===== src/rtl/fetch_ctrl.sv =====
// fetch_ctrl: front-end fetch sequencer.
//
// This block owns the fetch PC and issues line requests to the ICache. It
// keeps the in-flight requests in order in a small tracker and pairs each
// ICache response with the PC of its request. Completed packets go to the
// instruction buffer under a ready/valid handshake. A backend redirect
// flushes the instruction buffer, marks in-flight responses as stale so they
// are discarded on arrival, and restarts fetch at the redirect target.
//
// Ports:
//   clk, rst          clock, synchronous active-high reset
//   redirect_val/pc   single-cycle backend redirect and its target
//   icache_req_*      fetch request (val/rdy handshake, addr = fetch PC)
//   icache_resp_*     in-order responses, cannot be back-pressured
//   ib_*              packet to instruction buffer (val/rdy, pc of slot 0)
//   flush             instruction buffer flush, asserted with redirect
//
// Optional build macro FETCH_PERF_CNT_EN adds saturating performance
// counters: perf_stall_cycles, perf_dropped, perf_redirects.

module fetch_ctrl #(
  parameter int                         CPU_ADDR_BITS   = 32,
  parameter int                         FETCH_WIDTH     = 2,
  parameter int                         MAX_OUTSTANDING = 2,
  parameter logic [CPU_ADDR_BITS-1:0]   RESET_PC        = '0
) (
  input  logic                          clk,
  input  logic                          rst,
  input  logic                          redirect_val,
  input  logic [CPU_ADDR_BITS-1:0]      redirect_pc,
  output logic                          icache_req_val,
  input  logic                          icache_req_rdy,
  output logic [CPU_ADDR_BITS-1:0]      icache_req_addr,
  input  logic                          icache_resp_val,
  input  logic [FETCH_WIDTH*32-1:0]     icache_resp_data,
  input  logic                          ib_rdy,
  output logic                          ib_val,
  output logic [CPU_ADDR_BITS-1:0]      ib_pc,
  output logic [FETCH_WIDTH*32-1:0]     ib_data,
  output logic                          flush
`ifdef FETCH_PERF_CNT_EN
  ,
  output logic [31:0]                   perf_stall_cycles,
  output logic [31:0]                   perf_dropped,
  output logic [31:0]                   perf_redirects
`endif
);

  localparam int PTR_W  = $clog2(MAX_OUTSTANDING);
  localparam int CNT_W  = PTR_W + 1;
  localparam int DATA_W = FETCH_WIDTH * 32;

  localparam logic [CPU_ADDR_BITS-1:0] PC_STEP = CPU_ADDR_BITS'(FETCH_WIDTH * 4);
  localparam logic [CNT_W-1:0]         MAX_CNT = CNT_W'(MAX_OUTSTANDING);

  localparam logic [0:0] ST_RUN   = 1'b0;
  localparam logic [0:0] ST_STALL = 1'b1;

  logic [CPU_ADDR_BITS-1:0] fetch_pc;
  logic [CPU_ADDR_BITS-1:0] ent_pc   [MAX_OUTSTANDING];
  logic [DATA_W-1:0]        ent_data [MAX_OUTSTANDING];
  logic [PTR_W-1:0]         head;
  logic [PTR_W-1:0]         tail;
  logic [CNT_W-1:0]         count;
  logic [CNT_W-1:0]         n_filled;
  logic [CNT_W-1:0]         drop_cnt;
  logic [0:0]               state;

  logic [CNT_W-1:0]         count_nxt;
  logic [CNT_W-1:0]         n_filled_nxt;
  logic [CNT_W-1:0]         drop_nxt;
  logic [0:0]               state_nxt;

  logic                     push;
  logic                     pop;
  logic                     resp_drop;
  logic                     resp_fill;
  logic [PTR_W-1:0]         fill_idx;

  // Responses return in order, so the filled entries always form a prefix
  // of the queue starting at head; n_filled is the length of that prefix
  // and the entry right after it is the oldest unfilled one.
  assign fill_idx = head + n_filled[PTR_W-1:0];

  // STALL means every credit is held either by a tracker entry or by a
  // stale response still owed by the ICache.
  assign icache_req_val  = ~rst & ~redirect_val & (state == ST_RUN);
  assign icache_req_addr = rst ? '0 : fetch_pc;

  assign ib_val  = ~rst & ~redirect_val & (n_filled != '0);
  assign ib_pc   = ib_val ? ent_pc[head]   : '0;
  assign ib_data = ib_val ? ent_data[head] : '0;
  assign flush   = ~rst & redirect_val;

  assign push      = icache_req_val & icache_req_rdy;
  assign pop       = ib_val & ib_rdy;
  assign resp_drop = icache_resp_val & (drop_cnt != '0);
  assign resp_fill = icache_resp_val & ~redirect_val & (drop_cnt == '0) & (n_filled < count);

  // Next-state occupancy. On a redirect every unfilled entry turns into a
  // stale response still to arrive; a response landing in the redirect cycle
  // is discarded right away, so it does not add to the stale count.
  always_comb begin
    count_nxt    = count;
    n_filled_nxt = n_filled;
    drop_nxt     = drop_cnt;
    if (redirect_val) begin
      count_nxt    = '0;
      n_filled_nxt = '0;
      drop_nxt     = drop_cnt + (count - n_filled);
      if (icache_resp_val && (drop_nxt != '0)) begin
        drop_nxt = drop_nxt - CNT_W'(1);
      end
    end else begin
      count_nxt    = count + CNT_W'(push) - CNT_W'(pop);
      n_filled_nxt = n_filled + CNT_W'(resp_fill) - CNT_W'(pop);
      drop_nxt     = drop_cnt - CNT_W'(resp_drop);
    end
    state_nxt = ((count_nxt + drop_nxt) == MAX_CNT) ? ST_STALL : ST_RUN;
  end

  // Control state: fetch PC, queue pointers, counters and the RUN/STALL FSM.
  always_ff @(posedge clk) begin
    if (rst) begin
      fetch_pc <= RESET_PC;
      head     <= '0;
      tail     <= '0;
      count    <= '0;
      n_filled <= '0;
      drop_cnt <= '0;
      state    <= ST_RUN;
    end else begin
      count    <= count_nxt;
      n_filled <= n_filled_nxt;
      drop_cnt <= drop_nxt;
      state    <= state_nxt;
      if (redirect_val) begin
        fetch_pc <= redirect_pc;
        head     <= '0;
        tail     <= '0;
      end else begin
        if (push) begin
          fetch_pc <= fetch_pc + PC_STEP;
          tail     <= tail + PTR_W'(1);
        end
        if (pop) begin
          head <= head + PTR_W'(1);
        end
      end
    end
  end

  // Tracker payload. Contents are only observed through entries that the
  // counters mark as valid, so the storage itself needs no reset.
  always_ff @(posedge clk) begin
    if (push) begin
      ent_pc[tail] <= fetch_pc;
    end
    if (resp_fill) begin
      ent_data[fill_idx] <= icache_resp_data;
    end
  end

`ifdef FETCH_PERF_CNT_EN
  // Saturating event counters; a response in the redirect cycle is stale
  // and counts as dropped just like one discarded via drop_cnt.
  always_ff @(posedge clk) begin
    if (rst) begin
      perf_stall_cycles <= '0;
      perf_dropped      <= '0;
      perf_redirects    <= '0;
    end else begin
      if ((state == ST_STALL) && (perf_stall_cycles != '1)) begin
        perf_stall_cycles <= perf_stall_cycles + 32'd1;
      end
      if (icache_resp_val && (redirect_val || (drop_cnt != '0)) && (perf_dropped != '1)) begin
        perf_dropped <= perf_dropped + 32'd1;
      end
      if (redirect_val && (perf_redirects != '1)) begin
        perf_redirects <= perf_redirects + 32'd1;
      end
    end
  end
`endif

endmodule


===== config.mk =====
export PLATFORM = sky130hd
export DESIGN_NAME = fetch_ctrl
export DESIGN_NICKNAME = d
export VERILOG_FILES = /design/src/rtl/fetch_ctrl.sv
export SDC_FILE = /design/constraint.sdc
export NUM_CORES = 1
export LEC_CHECK = 0
export ABC_AREA = 1
export BUFFER_PORTS_ARGS = -buffer_cell sky130_fd_sc_hd__buf_2
export CAP_MARGIN = 10
export CORE_MARGIN = 8
export CORE_UTILIZATION = 45
export DETAILED_ROUTE_END_ITERATION = 10
export PLACE_DENSITY_LB_ADDON = 0.3
export SYNTH_ARGS = -nofsm -noshare
export SYNTH_HDL_FRONTEND = slang
export SYNTH_SLANG_ARGS = --single-unit

===== constraint.sdc =====
create_clock -name clk -period 4.27 [get_ports clk]
set_clock_uncertainty 0.15 [all_clocks]
set_input_delay 0.2135 -clock clk [delete_from_list [all_inputs] [get_ports clk]]
set_output_delay 0.2135 -clock clk [all_outputs]
set_load 0.01 [all_outputs]

==> summary.md, run 1 <==
| Metric | Value |
|---|---|
| Status | complete, no violations |
| Adder-cell share of the synthesized area | 0.0135 |
| Maximum vdd drop | 226 uV |
| Worst Hold Launch | icache_req_rdy |
| TritonCTS clock tree | built |
| Critical path capture point type | flip-flop |
| Hold Crit Class | input pin to flip-flop |
| Largest family of logic cells by synthesized area | simple AND/OR/NAND/NOR gates |
| WS Path Type | flip-flop to flip-flop |
| Vias per inst | 5.03 |
| IO Pins | between 200 and 250 |
| Largest net degree at the start of global routing | 97 |
| Leak | 5.61 nW |
| Max-Cap Viols | 0 |
| WL final | 27100 um |
| FMAX | 365 MHz |
| Period utilisation layout | 0.642 |
| RSZ-0062 raised after global routing | no |
| Initial antenna violation count | 0 |
| Pins Over Slew Limit | 0 |
| Seq/Total Area, Yosys | 0.649 |
| Synth Instances | 1035 |
| Register bit total from synthesis | 234 |
| Synth Area in Simple Gates | 0.193 |
| DP HPWL | 17600 um |
| Yosys synthesis warning count | 0 |
| Global-route wire length before repair | 42800 um |
| Wire per inst | ~16 um |
| Clock buffer count from CTS | 24 |
| H-tree Lvls | 1 |
| Longest Clk Path Bufs | 3 |
| Largest area contributor in the netlist | edfxtp_1 |
| Core area | approximately 0.022 sq mm |
| Initial Util | 0.453 |
| Reg2Reg Depth | 18 |
| Worst r2r src | n_filled[0]$_SDFF_PP0_ |
| Most frequent cells in the layout | nand2_1 (344), buf_2 (232), edfxtp_1 (192), a21oi_1 (124), dlygate4sd3_1 (99) |
| Slew HR | 0.275 |
| Final min period | around 2.7 ns |
| Area growth syn-to-layout | 31.5% |
| Setup TNS | 0 ns |
| Num Clock Sinks | 234 |
| Layout net count | 1467 |
| Vias in the first global route | 8191 |
| Root Buffer | clkbuf_16 |
| Reg2Reg Setup Slack | 1.53 ns |
| Synth Area per Inst | around 10 sq um |
| Gr ovfl total | 0 |
| Vias | 8341 |
| Top cell type's share of synthesized area | 0.567 |
| PortBufs | approximately 230 |
| Synth area leaders | edfxtp_1 (57%), nand2_1 (13%), dfxtp_1 (8.3%), a21oi_1 (6.1%), nor2_1 (3.4%) |
| Pwr/cell area | 370 mW/mm^2 |
| R2R Path End | state$_SDFF_PP0_ |
| Hold endpoint | fetch_pc[12]$_SDFFE_PP0N_ |
| Syn Nets | 1148 |
| Worst-path clk slew | about 0.060 ns |
| Post-route DRC | 0 |
| Startpoint Class | flip-flop |
| Cell Area, Synth | just over 0.01 sq mm |
| Die height | 166 um |
| Worst-path fanout max | 5 |
| Compound-Gate Fraction of Synth Area | 0.0858 |
| # diodes | 0 |
| Cell variety after synth | 36 |
| DRT iter0 DRCs | 689 |
| Fraction of synthesized area in multiplexers | 0 |
| Cts repair resizes | 0 |
| Postcts setup bufs | 0 |
| WP data arrival | 3.03 ns |
| First-pass DRT Iterations | 6 |
| Cts hold-fix bufs | slightly below 100 |
| Final Total Pwr | around 4.9 mW |
| Die area | 0.0277 sq mm |
| # rows | 55 |
| Placer Congestion | 0.874 |
| Final Hold Fails | 0 |
| Final setup viols | 0 |
| Commonest non-fill, non-tap cell in the layout | nand2_1 |
| Slew @ Worst Pin | 1.09 ns |
| ANT nets after route | 0 |
| Die Width | 166 um |
| Worst-Skew Late Latency | approximately 0.5 ns |
| Share of post-route cells with drive strength above 1 | 0.216 |
| Req. time, crit path | 4.56 ns |
| Post-synthesis xor/xnor area fraction | 0.00861 |
| WHS Path Cells | 5 |
| GRT Util Overall | 0.188 |
## logic make-up (layout without fill, tap and decap cells)
family	Yosys count	count (layout)
AOI/OAI and AO/OA	169	169
xor gates and xnor gates	10	10
adders and majority gates	11	11
buffers and inverters	124	461
DFF	234	234
and+or+nand+nor	487	487
## Yosys cell counts
cell and instances:
a21oi_1 124, a22oi_1 1, a311oi_2 1, a31oi_1 5
a32oi_1 1, buf_2 8, buf_4 4, buf_6 1
clkbuf_1 33, clkinv_1 1, clkinv_2 1, dfxtp_1 42
edfxtp_1 192, ha_1 11, inv_1 74, inv_2 1
inv_4 1, nand2_1 344, nand2_2 1, nand2_4 1
nand2_8 1, nand3_1 23, nand4_1 1, nor2_1 92
nor2_2 2, nor2_4 2, nor2_8 1, nor3_1 13
nor3_2 1, nor3_4 1, o211ai_1 2, o21ai_0 25
o21ai_1 10, or2_2 4, xnor2_1 3, xor2_1 7
## metrics by stage
stage                     instance area (sq um)  std cells  hold WS, ns   util  worst slack, ns
final                                     13400       1657       0.0392  0.596             1.53
after global routing                      13400       1657       0.0510  0.596             1.22
after CTS                                 13400       1657       0.0173  0.596             1.51
after detailed placement                  11600       1514        0.255  0.517             1.53
after global placement                    11600       1514        0.250  0.517             1.61
after floorplan                           10200       1035        0.162      -           0.0404
## area by class of cell
type | instances | area (sq um)
repair buffers | 339 | 2220
fillers | 1876 | 9050
flip-flops and latches | 234 | 6610
multi-input cells | 677 | 3100
clock inverters | 9 | 91.3
clock buffers | 35 | 704
well taps | 285 | 357
inverters | 78 | 297
## how the worst max path moves through the flow
stage / endpoint / startpoint / slack, ns / cells past startpoint
final: state$_SDFF_PP0_ / n_filled[0]$_SDFF_PP0_ / 1.53 / 18
after global routing: state$_SDFF_PP0_ / n_filled[0]$_SDFF_PP0_ / 1.22 / 18
after CTS: state$_SDFF_PP0_ / n_filled[0]$_SDFF_PP0_ / 1.51 / 18
after detailed placement: state$_SDFF_PP0_ / n_filled[0]$_SDFF_PP0_ / 1.53 / 18
after global placement: state$_SDFF_PP0_ / n_filled[0]$_SDFF_PP0_ / 1.61 / 18
after floorplan: ent_data[0][0]$_DFFE_PP_ / count[1]$_SDFF_PP0_ / 0.04 / 5
## power by group
group | switching (mW) | internal [mW] | total (mW)
Combinational | 0.171 | 0.153 | 0.324
Sequential | 0.0394 | 2.51 | 2.55
Clock | 0.813 | 1.26 | 2.07
Total | 1.02 | 3.92 | 4.95
## routing by layer
metal	track usage	up-vias	routed length [um]
met2	0.313	315	12700
met5	0	-	0
met1	0.247	3892	11900
met3	0.0406	44	1930
li1	-	4090	-
met4	0.0462	0	574
## registers in the layout, summed over array words and instances (netlist names), named ones only
register / cells
head: 1
drop_cnt: 2
fetch_pc: 32
tail: 1
ent_data: 128
state: 1
n_filled: 2
count: 2
ent_pc: 64
## worst max-delay path, stage by stage, from the launching register on
cell     delay, ns
dfxtp_1       0.47
ha_1          0.28
inv_1         0.05
ha_1          0.19
inv_1         0.06
nand2_1       0.05
nand2_1       0.05
nand2_1       0.07
nand2_1       0.06
ha_1          0.16
or2_2         0.32
inv_1         0.07
nand2_1       0.04
nand3_1       0.08
nand2_1       0.08
ha_1          0.27
nor2_1        0.10
nand2_1       0.06
nor2_1        0.07
Note: power is estimated with default switching activity, not from simulation.
==> inputs of run 2 (changes only) <==
==> constraint.sdc (replaced) <==
create_clock -name clk -period 2.25 [get_ports clk]
set_clock_uncertainty 0.15 [all_clocks]
set_input_delay 0.1125 -clock clk [delete_from_list [all_inputs] [get_ports clk]]
set_output_delay 0.1125 -clock clk [all_outputs]
set_load 0.01 [all_outputs]
==> run 2 against run 1 <==
  * The flow now finishes with violations (negative setup slack)
  * Maximum frequency is 15% higher
  * Cell area is 3.2% higher
  * Final cell count is 1.8% higher
  * Non-clock buffer count is 28 higher
  * Clock-buffer cell count is 6 lower
  * Flip-flop and latch count stayed put
  * Worst hold slack better by 0.014 ns
==> summary.md, run 2 (synthesized netlist as in run 1, its figures left out) <==
| Metric | Value |
|---|---|
| Final core utilization | 0.615 (+0.0190) |
| WP data arrival | 2.67 ns (-0.36 ns) |
| DP HPWL | 18000 um (+2.2%) |
| Die height | 166 um (unchanged) |
| Largest net degree at the start of global routing | 80 (-18%) |
| Hold Crit Class | input pin to flip-flop |
| Num Clock Sinks | 234 (unchanged) |
| Failing checks | negative setup slack |
| Core area | 0.0224 sq mm (unchanged) |
| Global-route wire length before repair | 43300 um (+1.2%) |
| Root Buffer | clkbuf_16 |
| Share of post-route cells with drive strength above 1 | 0.245 (+0.0285) |
| WHS Path Cells | 6 (+1) |
| PortBufs | 232 (unchanged) |
| Dpl cells | 1531 (+1.1%) |
| Worst Hold Launch | icache_resp_val |
| Reg2Reg Depth | 17 (-1) |
| Post-route DRC | 0 (unchanged) |
| RSZ-0062 raised after global routing | yes |
| Vias | 8497 (+1.9%) |
| CP max-delay cell | dfxtp_2 |
| Commonest non-fill, non-tap cell in the layout | nand2_1 |
| WS Path Type | flip-flop to flip-flop |
| Placer Congestion | 0.887 (+1.5%) |
| Most frequent cells in the layout | nand2_1 (343), buf_2 (232), edfxtp_1 (192), a21oi_1 (121), dlygate4sd3_1 (105) |
| Final Hold Fails | 0 (unchanged) |
| Maximum vdd drop | 380 uV (+68%) |
| Worst-path fanout max | 4 (-1) |
| Largest regs | ent_data: 128 flops, ent_pc: 64 flops, fetch_pc: 32 flops |
| Most flop-heavy register | ent_data |
| Vias in the first global route | 8295 (+1.3%) |
| Reg2Reg Setup Slack | -0.13 ns (-1.66 ns) |
| Wire per inst | 16.7 um (+2.0%) |
| IO Pins | 233 (unchanged) |
| ANT nets after route | 0 (unchanged) |
| Pwr/cell area | 688 mW/mm^2 (+86%) |
| Pre-CTS WS | -0.237 ns (-1.77 ns) |
| GRT Util Overall | 0.191 (+0.00310) |
| Max reg flops | 128 (unchanged) |
| TritonCTS clock tree | built |
| Clock buffer count from CTS | 24 (unchanged) |
| Req. time, crit path | 2.54 ns (-2.02 ns) |
| Finished Cell Area | 0.0138 sq mm (+3.2%) |
| R2R Path End | state$_SDFF_PP0_ |
| Setup TNS | -0.130 ns (-0.130 ns) |
| # rows | 55 (unchanged) |
| Buf/Inv on CP | 3 (unchanged) |
| Startpoint Class | flip-flop |
| Worst hold slack | 0.0530 ns (+0.0138 ns) |
| Vias per inst | 5.04 (+0.12%) |
| Slew HR | 0.525 (+0.250) |
| Post-Layout Cell Count | 1686 (+1.8%) |
| H-tree Lvls | 1 (unchanged) |
| Initial Util | 0.453 (unchanged) |
| Cell Area, Placed | 0.0118 sq mm (+1.9%) |
| DRT iter0 DRCs | 631 (-8.4%) |
| Slew @ Worst Pin | 0.713 ns (-0.374 ns) |
| Layout net count | 1495 (+1.9%) |
| CP most frequent cell | nand2_1 |
| Max-Cap Viols | 0 (unchanged) |
| Final min period | 2.38 ns (-0.362 ns) |
| Worst r2r src | drop_cnt[0]$_SDFF_PP0_ |
| Area growth syn-to-layout | 35.7% |
| FMAX | 420 MHz (+15%) |
| First-pass DRT Iterations | 7 (+1) |
| WL final | 28100 um (+3.8%) |
| Hold endpoint | drop_cnt[0]$_SDFF_PP0_ |
| Worst-path clk slew | 0.06 ns (about the same) |
| Worst-path cell chain | inv_2 -> ha_4 -> inv_2 -> ha_4 -> xnor2_1 -> nand2_1 -> nand2_1 -> ha_2 -> or2_4 -> inv_2 -> nand2_1 -> nand3_2 -> nand2_1 -> ha_1 -> nor2_1 -> nand2_1 -> nor2_1 |
| Status | complete, but fails checks |
| Initial antenna violation count | 1 (+1) |
| Die Width | 166 um (unchanged) |
| Die area | 0.0277 sq mm (unchanged) |
| CP peak stage delay | 0.33 ns (-0.14 ns) |
| Final setup viols | 1 (+1) |
| Final Total Pwr | 9.50 mW (+92%) |
| Gr ovfl total | 0 (unchanged) |
| Leak | 5.77 nW (+3.0%) |
| Worst-Skew Late Latency | 0.51 ns (about the same) |
| Longest Clk Path Bufs | 3 (unchanged) |
| Top delay family on crit path | adder cells |
| Worst setup margin | -0.130 ns (-1.66 ns) |
| Pins Over Slew Limit | 0 (unchanged) |
| Period utilisation layout | 1.06 (+0.416) |
| Critical path capture point type | flip-flop |
==> run 2: timing repair <==
item / in CTS / in global routing
gates resized for setup: 9 / 12
hold endpoints to repair: 167 / 0
pin swaps: 7 / 6
hold buffers: 105 / 0
setup endpoints to repair: 97 / 23
cloned: 0 / 2
buffers inserted: 1 / 2
==> run 2: worst max-delay path by stage <==
stage / start / endpoint / slack (ns) / cells past startpoint
final: drop_cnt[0]$_SDFF_PP0_ / state$_SDFF_PP0_ / -0.13 / 17
after global routing: drop_cnt[0]$_SDFF_PP0_ / state$_SDFF_PP0_ / -0.26 / 17
after CTS: drop_cnt[0]$_SDFF_PP0_ / state$_SDFF_PP0_ / -0.19 / 17
after global placement: drop_cnt[0]$_SDFF_PP0_ / state$_SDFF_PP0_ / -0.17 / 19
after detailed placement: drop_cnt[0]$_SDFF_PP0_ / state$_SDFF_PP0_ / -0.24 / 19
after floorplan: redirect_val / ent_pc[0][0]$_DFFE_PP_ / -0.37 / 6
==> run 2: layout make-up <==
cell class / count / area (sq um)
inverters: 78 / 297
clock buffers: 29 / 641
multi-input cells: 677 / 3180
well taps: 285 / 357
fillers: 1826 / 8630
flip-flops and latches: 234 / 6620
clock inverters: 15 / 161
diodes: 1 / 2.50
repair buffers: 367 / 2550
==> run 2: worst register-to-register path, stage by stage (launching register included) <==
cell	delay, ns
dfxtp_2	0.33
inv_2	0.05
ha_4	0.25
inv_2	0.04
ha_4	0.15
xnor2_1	0.12
nand2_1	0.08
nand2_1	0.06
ha_2	0.16
or2_4	0.24
inv_2	0.05
nand2_1	0.05
nand3_2	0.06
nand2_1	0.06
ha_1	0.27
nor2_1	0.08
nand2_1	0.06
nor2_1	0.07
==> run 2: power breakdown <==
group	internal (mW)	total (mW)	switching, mW
combinational	0.327	0.669	0.342
sequential	4.76	4.83	0.0705
clock	2.38	4.00	1.62
total	7.47	9.50	2.03
==> run 2: per-layer routing <==
layer | global-route usage | part of all wire | up-vias | routed length [um]
met5 | 0 | 0 | - | 0
met4 | 0.0501 | 0.020 | 0 | 577
met3 | 0.0399 | 0.084 | 46 | 2360
met2 | 0.321 | 0.48 | 371 | 13400
met1 | 0.248 | 0.42 | 3931 | 11800
li1 | - | - | 4149 | -
